$ cat src/rtl/tmds_encoder_8b10b.sv
// TMDS channel encoder: 8b video / 2b control -> 10b symbol, 2-stage pipeline.
// Define TMDS_TERC4_EN to emit TERC4 data-island symbols when de=0 and island=1.
module tmds_encoder_8b10b #(
  parameter bit INV_OUT = 1'b0
) (
  input  logic       pclk,
  input  logic       txrst,
  input  logic       de,
  input  logic [1:0] c,
  input  logic [7:0] din,
  input  logic       island,
  input  logic [3:0] aux,
  output logic [9:0] tmds_q,
  output logic [4:0] disparity
);

  localparam logic [9:0] TOK0 = 10'h354;
  localparam logic [9:0] TOK1 = 10'h0AB;
  localparam logic [9:0] TOK2 = 10'h154;
  localparam logic [9:0] TOK3 = 10'h2AB;

  logic [3:0] n1d;
  logic       xnor_m;
  logic [8:0] qm_d, qm_q;
  logic       de1_d, de1_q;
  logic [1:0] c1_d, c1_q;

`ifdef TMDS_TERC4_EN
  logic       isl1_d, isl1_q;
  logic [3:0] aux1_d, aux1_q;

  function automatic logic [9:0] terc4(input logic [3:0] n);
    logic [9:0] s;
    unique case (n)
      4'h0: s = 10'h29C;
      4'h1: s = 10'h263;
      4'h2: s = 10'h2E4;
      4'h3: s = 10'h2E2;
      4'h4: s = 10'h171;
      4'h5: s = 10'h11E;
      4'h6: s = 10'h18E;
      4'h7: s = 10'h13C;
      4'h8: s = 10'h2CC;
      4'h9: s = 10'h139;
      4'hA: s = 10'h19C;
      4'hB: s = 10'h2C6;
      4'hC: s = 10'h28E;
      4'hD: s = 10'h271;
      4'hE: s = 10'h163;
      default: s = 10'h2C3;
    endcase
    return s;
  endfunction
`else
  logic unused_ok;
  assign unused_ok = ^{island, aux};
`endif

  always_comb begin
    n1d = '0;
    for (int i = 0; i < 8; i++) n1d = n1d + {3'b0, din[i]};
    xnor_m = (n1d > 4'd4) || ((n1d == 4'd4) && !din[0]);
    qm_d = '0;
    qm_d[0] = din[0];
    for (int i = 1; i < 8; i++) qm_d[i] = qm_d[i-1] ^ din[i] ^ xnor_m;
    qm_d[8] = ~xnor_m;
    de1_d = de;
    c1_d = c;
`ifdef TMDS_TERC4_EN
    isl1_d = island;
    aux1_d = aux;
`endif
  end

  logic [3:0] n1q;
  logic [4:0] diff;
  logic [4:0] cnt_d, cnt_q;
  logic [4:0] bon2, nbon2;
  logic       case_a, case_b;
  logic [9:0] sym_d, tmds_d;

  // diff = n1q - n0q = 2*n1q - 8, two's complement
  always_comb begin
    n1q = '0;
    for (int i = 0; i < 8; i++) n1q = n1q + {3'b0, qm_q[i]};
    diff = {n1q, 1'b0} - 5'd8;
    case_a = (cnt_q == 5'd0) || (diff == 5'd0);
    case_b = !case_a && (cnt_q[4] == diff[4]);
    bon2 = {3'b0, qm_q[8], 1'b0};
    nbon2 = {3'b0, ~qm_q[8], 1'b0};
    sym_d = TOK0;
    cnt_d = cnt_q;
    if (!de1_q) begin
      cnt_d = '0;
      unique case (c1_q)
        2'b00: sym_d = TOK0;
        2'b01: sym_d = TOK1;
        2'b10: sym_d = TOK2;
        2'b11: sym_d = TOK3;
      endcase
`ifdef TMDS_TERC4_EN
      if (isl1_q) sym_d = terc4(aux1_q);
`endif
    end else begin
      unique case (1'b1)
        case_a: begin
          sym_d = {~qm_q[8], qm_q[8],
                   qm_q[8] ? qm_q[7:0] : ~qm_q[7:0]};
          cnt_d = qm_q[8] ? cnt_q + diff : cnt_q - diff;
        end
        case_b: begin
          sym_d = {1'b1, qm_q[8], ~qm_q[7:0]};
          cnt_d = cnt_q + bon2 - diff;
        end
        default: begin
          sym_d = {1'b0, qm_q[8], qm_q[7:0]};
          cnt_d = cnt_q + diff - nbon2;
        end
      endcase
    end
    tmds_d = INV_OUT ? ~sym_d : sym_d;
  end

  always_ff @(posedge pclk) begin
    if (txrst) begin
      qm_q   <= '0;
      de1_q  <= 1'b0;
      c1_q   <= 2'b00;
`ifdef TMDS_TERC4_EN
      isl1_q <= 1'b0;
      aux1_q <= 4'h0;
`endif
      cnt_q  <= '0;
      tmds_q <= INV_OUT ? ~TOK0 : TOK0;
    end else begin
      qm_q   <= qm_d;
      de1_q  <= de1_d;
      c1_q   <= c1_d;
`ifdef TMDS_TERC4_EN
      isl1_q <= isl1_d;
      aux1_q <= aux1_d;
`endif
      cnt_q  <= cnt_d;
      tmds_q <= tmds_d;
    end
  end

  assign disparity = cnt_q;

endmodule

$ cat config.mk
export PLATFORM = sky130hd
export DESIGN_NAME = tmds_encoder_8b10b
export DESIGN_NICKNAME = d
export VERILOG_FILES = /design/src/rtl/tmds_encoder_8b10b.sv
export SDC_FILE = /design/constraint.sdc
export NUM_CORES = 1
export LEC_CHECK = 0
export ABC_CLOCK_PERIOD_IN_PS = 4900
export CAP_MARGIN = 40
export CORE_MARGIN = 2
export CORE_UTILIZATION = 35
export DETAILED_ROUTE_END_ITERATION = 6
export REMOVE_ABC_BUFFERS = 1
export SLEW_MARGIN = 15
export SYNTH_ARGS = -nofsm -noshare
export SYNTH_HDL_FRONTEND = slang
export SYNTH_SLANG_ARGS = --single-unit
$ cat constraint.sdc
create_clock -name pclk -period 4.9 [get_ports pclk]
set_clock_uncertainty 0.1 [all_clocks]
set_input_delay 1.225 -clock pclk [delete_from_list [all_inputs] [get_ports pclk]]
set_output_delay 1.225 -clock pclk [all_outputs]
set_load 0.005 [all_outputs]
==> qor_table.md <==
| Group | Quantity | This run |
|---|---|---|
| floorplan | Number of top-level design ports | 33 |
| route | Vias after detailed routing | 1528 |
| floorplan | Initial core utilization | 0.366 |
| logic synthesis | Sequential cell area fraction in the yosys report | 0.265 |
| sta | Accumulated negative setup slack | 0 ns |
| global routing | Total global-route track usage | 0.128 |
| finish | Final #Nets | 309 |
| global routing | Grt ovf | 0 |
| global routing | Pin count of the biggest net entering global routing | 24 |
| finish | Filler cell count in the final layout | 556 |
| setup path | Arrival @ worst endpoint | 4.80 ns |
| setup path | Endpoint class of the critical path | flip-flop |
| sta | Final max-slew violation count | 0 |
| clock tree | Maximum level of the CTS H-tree | 1 |
| clock tree | Number of buffers created by CTS | 3 |
| placed design | Worst setup timing slack at the placement stage | -0.318 ns |
| sta | RSZ-0062 raised after global routing | false |
| sta | Fin worst setup slack | 0.157 ns |
| clock tree | Buffer type at the clock tree root | sky130_fd_sc_hd__clkbuf_8 |
| setup path | Worst setup path class | primary input to flip-flop |
| power | Maximum VDD drop | 272 µV |
| finish | Final non-filler cell total | 326 |
| placed design | Placer's final routability congestion estimate | 0.820 |
| setup path | Endpoint of the most critical register-to-register path | disparity[4] |
| floorplan | Number of placement rows | 27 |
| sta | Slew headroom | 0.507 |
| logic synthesis | Share of flip-flops with an asynchronous set or reset | 0 |
| min path | Depth of the worst hold-timing path | 1 |
| logic synthesis | Top-area cell type share of the netlist area | 0.265 |
| route | First DRT Iteration DRCs | 61 |
| setup path | Critical path launch point | din[1] |
| logic synthesis | Top cells by area in the synthesized netlist | sky130_fd_sc_hd__dfxtp_1 (26%), sky130_fd_sc_hd__ha_1 (14%), sky130_fd_sc_hd__fa_1 (13%) |
| logic synthesis | Syn. warnings | 0 |
| clock tree | Max clock buf depth | 2 |
| floorplan | Die H | 80.4 µm |
| min path | Endpoint, Worst Hold | tmds_q[7] |
| clock tree | Buffer count from post-CTS setup fixing | 0 |
| route | WL/cell | 11.3 µm |
| status | Run status | complete, no violations |
| run | Max-cap violations | 0 |
| finish | Share of final-layout standard cells stronger than drive strength 1 | 0.0906 |
| sta | Final setup violating endpoints | 0 |
| finish | Commonest cells after routing, fill and taps aside | sky130_fd_sc_hd__inv_1 (34), sky130_fd_sc_hd__dfxtp_1 (27), sky130_fd_sc_hd__clkdlybuf4s50_1 (27) |
| route | Post-detailed-route via-to-cell ratio | 4.69 |
| sta | Post-route clock period utilization | 0.968 |
| logic synthesis | EDFF count, synth | 0 |
| logic synthesis | Flip-flop and latch count after synthesis | 27 |
| setup path | Reg-to-Reg Start | qm_q[0] |
| clock tree | Sink Count | 27 |
| finish | Commonest non-fill, non-tap cell in the layout | sky130_fd_sc_hd__inv_1 |
| setup path | Flop-to-flop setup slack | 0.40 ns |
| floorplan | Width of the die | 80.4 µm |
| placed design | Placed instance count | 322 |
| min path | Min-delay worst type | flip-flop to flip-flop |
| logic synthesis | Most used flip-flop cell after synthesis | sky130_fd_sc_hd__dfxtp_1 |
| clock tree | TritonCTS clock tree | built |
| global routing | Wire length of the first global-routing pass | 6590 µm |
| global routing | Number of global-route vias before repair | 1531 |
| logic synthesis | Post-Syn Area | 0.00204 mm² |
| finish | Final antenna diode count | 0 |
| clock tree | Clock latency of the later-clocked register in the worst-skew pair | 0.26 ns |
| route | Final wirelength | 3690 µm |
| logic synthesis | Post-synthesis cell type count | 46 |
| sta | Final min period | 4.74 ns |
| setup path | Number of cells on the worst reg-to-reg path | 15 |
| route | Number of nets with antenna violations after detailed routing | 0 |
| global routing | Number of antenna violations at the first check in global routing | 0 |
| route | First-pass DRT Iterations | 4 |
| sta | Max frequency | 0.211 GHz |
| power | Total chip power | 0.00188 W |
| placed design | Estimated wirelength of the detail-placed design | 3180 µm |
| clock tree | Clock transition at the registers of the reported paths | 0.08 ns |
| logic synthesis | Most area-hungry cell type in the Yosys netlist | sky130_fd_sc_hd__dfxtp_1 |
| min path | Startpoint of the worst hold path | qm_q[7] |
| floorplan | Die Area | 0.00646 mm² |
| route | Detailed-route DRC error count | 0 |
| power | Leakage dissipation | 1.08 nW |
| power | Power Density | 749 mW/mm² |
| setup path | Biggest fanout along the worst timing path | 3 |
| finish | Synthesis-to-layout area growth | 22.7% |
| setup path | Type of origin of the critical path | primary input |
| sta | Hold violation total from the final report | 0 |
| floorplan | Core area | 0.00557 mm² |
| setup path | Data required, critical path | 4.96 ns |
| logic synthesis | Number of cells produced by synthesis | 222 |
| sta | Slew at the pin closest to its max-slew limit | 0.737 ns |
| placed design | Count of port buffers added during placement | 27 |
| logic synthesis | Average cell area after synthesis | 9.19 µm² |
[worst max-delay path by stage]
stage,depth (start not counted),end,slack (ns)
final,12,qm_q[5],0.16
after CTS,12,qm_q[5],0.07
after global placement,12,qm_q[7],-0.23
after global routing,12,qm_q[5],0.01
after floorplan,11,qm_q[5],0.38
after detailed placement,12,qm_q[5],-0.32
[cells in the mapped netlist, types with 3 or more instances]
| library cell | count |
|---|---|
| sky130_fd_sc_hd__nor3_1 | 6 |
| sky130_fd_sc_hd__a221oi_1 | 4 |
| sky130_fd_sc_hd__a21o_1 | 3 |
| sky130_fd_sc_hd__a21oi_1 | 6 |
| sky130_fd_sc_hd__nor2_1 | 21 |
| sky130_fd_sc_hd__nor2b_1 | 8 |
| sky130_fd_sc_hd__xnor2_1 | 13 |
| sky130_fd_sc_hd__clkbuf_1 | 3 |
| sky130_fd_sc_hd__nand2_1 | 13 |
| sky130_fd_sc_hd__a211oi_1 | 3 |
| sky130_fd_sc_hd__inv_1 | 35 |
| sky130_fd_sc_hd__ha_1 | 23 |
| sky130_fd_sc_hd__dfxtp_1 | 27 |
| sky130_fd_sc_hd__nand2b_1 | 3 |
| sky130_fd_sc_hd__fa_1 | 13 |
| sky130_fd_sc_hd__xor2_1 | 4 |
[final cells by class]
cell class	count	area (µm²)	share of cell area
flip-flops and latches	27	541	0.216
well taps	72	90.1	0.0360
clock inverters	1	5.00	0.00200
clock buffers	3	41.3	0.0165
inverters	35	131	0.0524
multi-input cells	156	1390	0.554
repair buffers	32	308	0.123
[stage by stage]
stage,instance area [µm²],util,hold WS (ns)
2_1_floorplan,2020,-,0.354
3_3_place_gp,2420,0.435,0.398
3_5_place_dp,2420,0.435,0.394
4_1_cts,2480,0.444,0.405
5_1_grt,2500,0.449,0.433
6_report,2500,0.449,0.408
[per-layer routing]
metal  track usage  vias up  part of all wire  wire length (µm)
li1              -      800                 -                 -
met1         0.162      703              0.46              1710
met2         0.233       23              0.50              1850
met3        0.0202        2             0.030               110
met4        0.0203        0            0.0076                28
met5             0        -                 0                 0
[cell families after synthesis]
family,share of synthesized area
buffers and inverters,0.0723
AOI/OAI and AO/OA,0.127
xor gates and xnor gates,0.0920
and+or+nand+nor,0.159
DFF,0.265
adders and majority gates,0.269
muxes,0.0159
[timing repair]
action,in CTS,in global routing
pin swaps,1,5
endpoints found under the setup margin,2,3
hold buffers,0,0
resized for setup,1,7
cloned,0,0
[worst max-delay path: stages]
cell	delay, ns
sky130_fd_sc_hd__clkdlybuf4s50_1	0.48
sky130_fd_sc_hd__inv_1	0.06
sky130_fd_sc_hd__fa_1	0.48
sky130_fd_sc_hd__fa_1	0.50
sky130_fd_sc_hd__fa_1	0.49
sky130_fd_sc_hd__inv_1	0.04
sky130_fd_sc_hd__ha_2	0.17
sky130_fd_sc_hd__fa_1	0.44
sky130_fd_sc_hd__nor3b_2	0.18
sky130_fd_sc_hd__o22ai_2	0.12
sky130_fd_sc_hd__xnor2_2	0.28
sky130_fd_sc_hd__mux2_4	0.33
[flip-flops by register name, summed over array words and instances (netlist names)]
register and cells:
de1_q 1, qm_q 9, disparity 5, c1_q 2, tmds_q 10
[where the power goes]
group / total, W / switching, W / internal, W
Clock: 0.000119 / 0.0000618 / 0.0000568
Combinational: 0.00144 / 0.000768 / 0.000673
Sequential: 0.000317 / 0.0000479 / 0.000269
No activity file was read; power rests on OpenSTA's default activity.
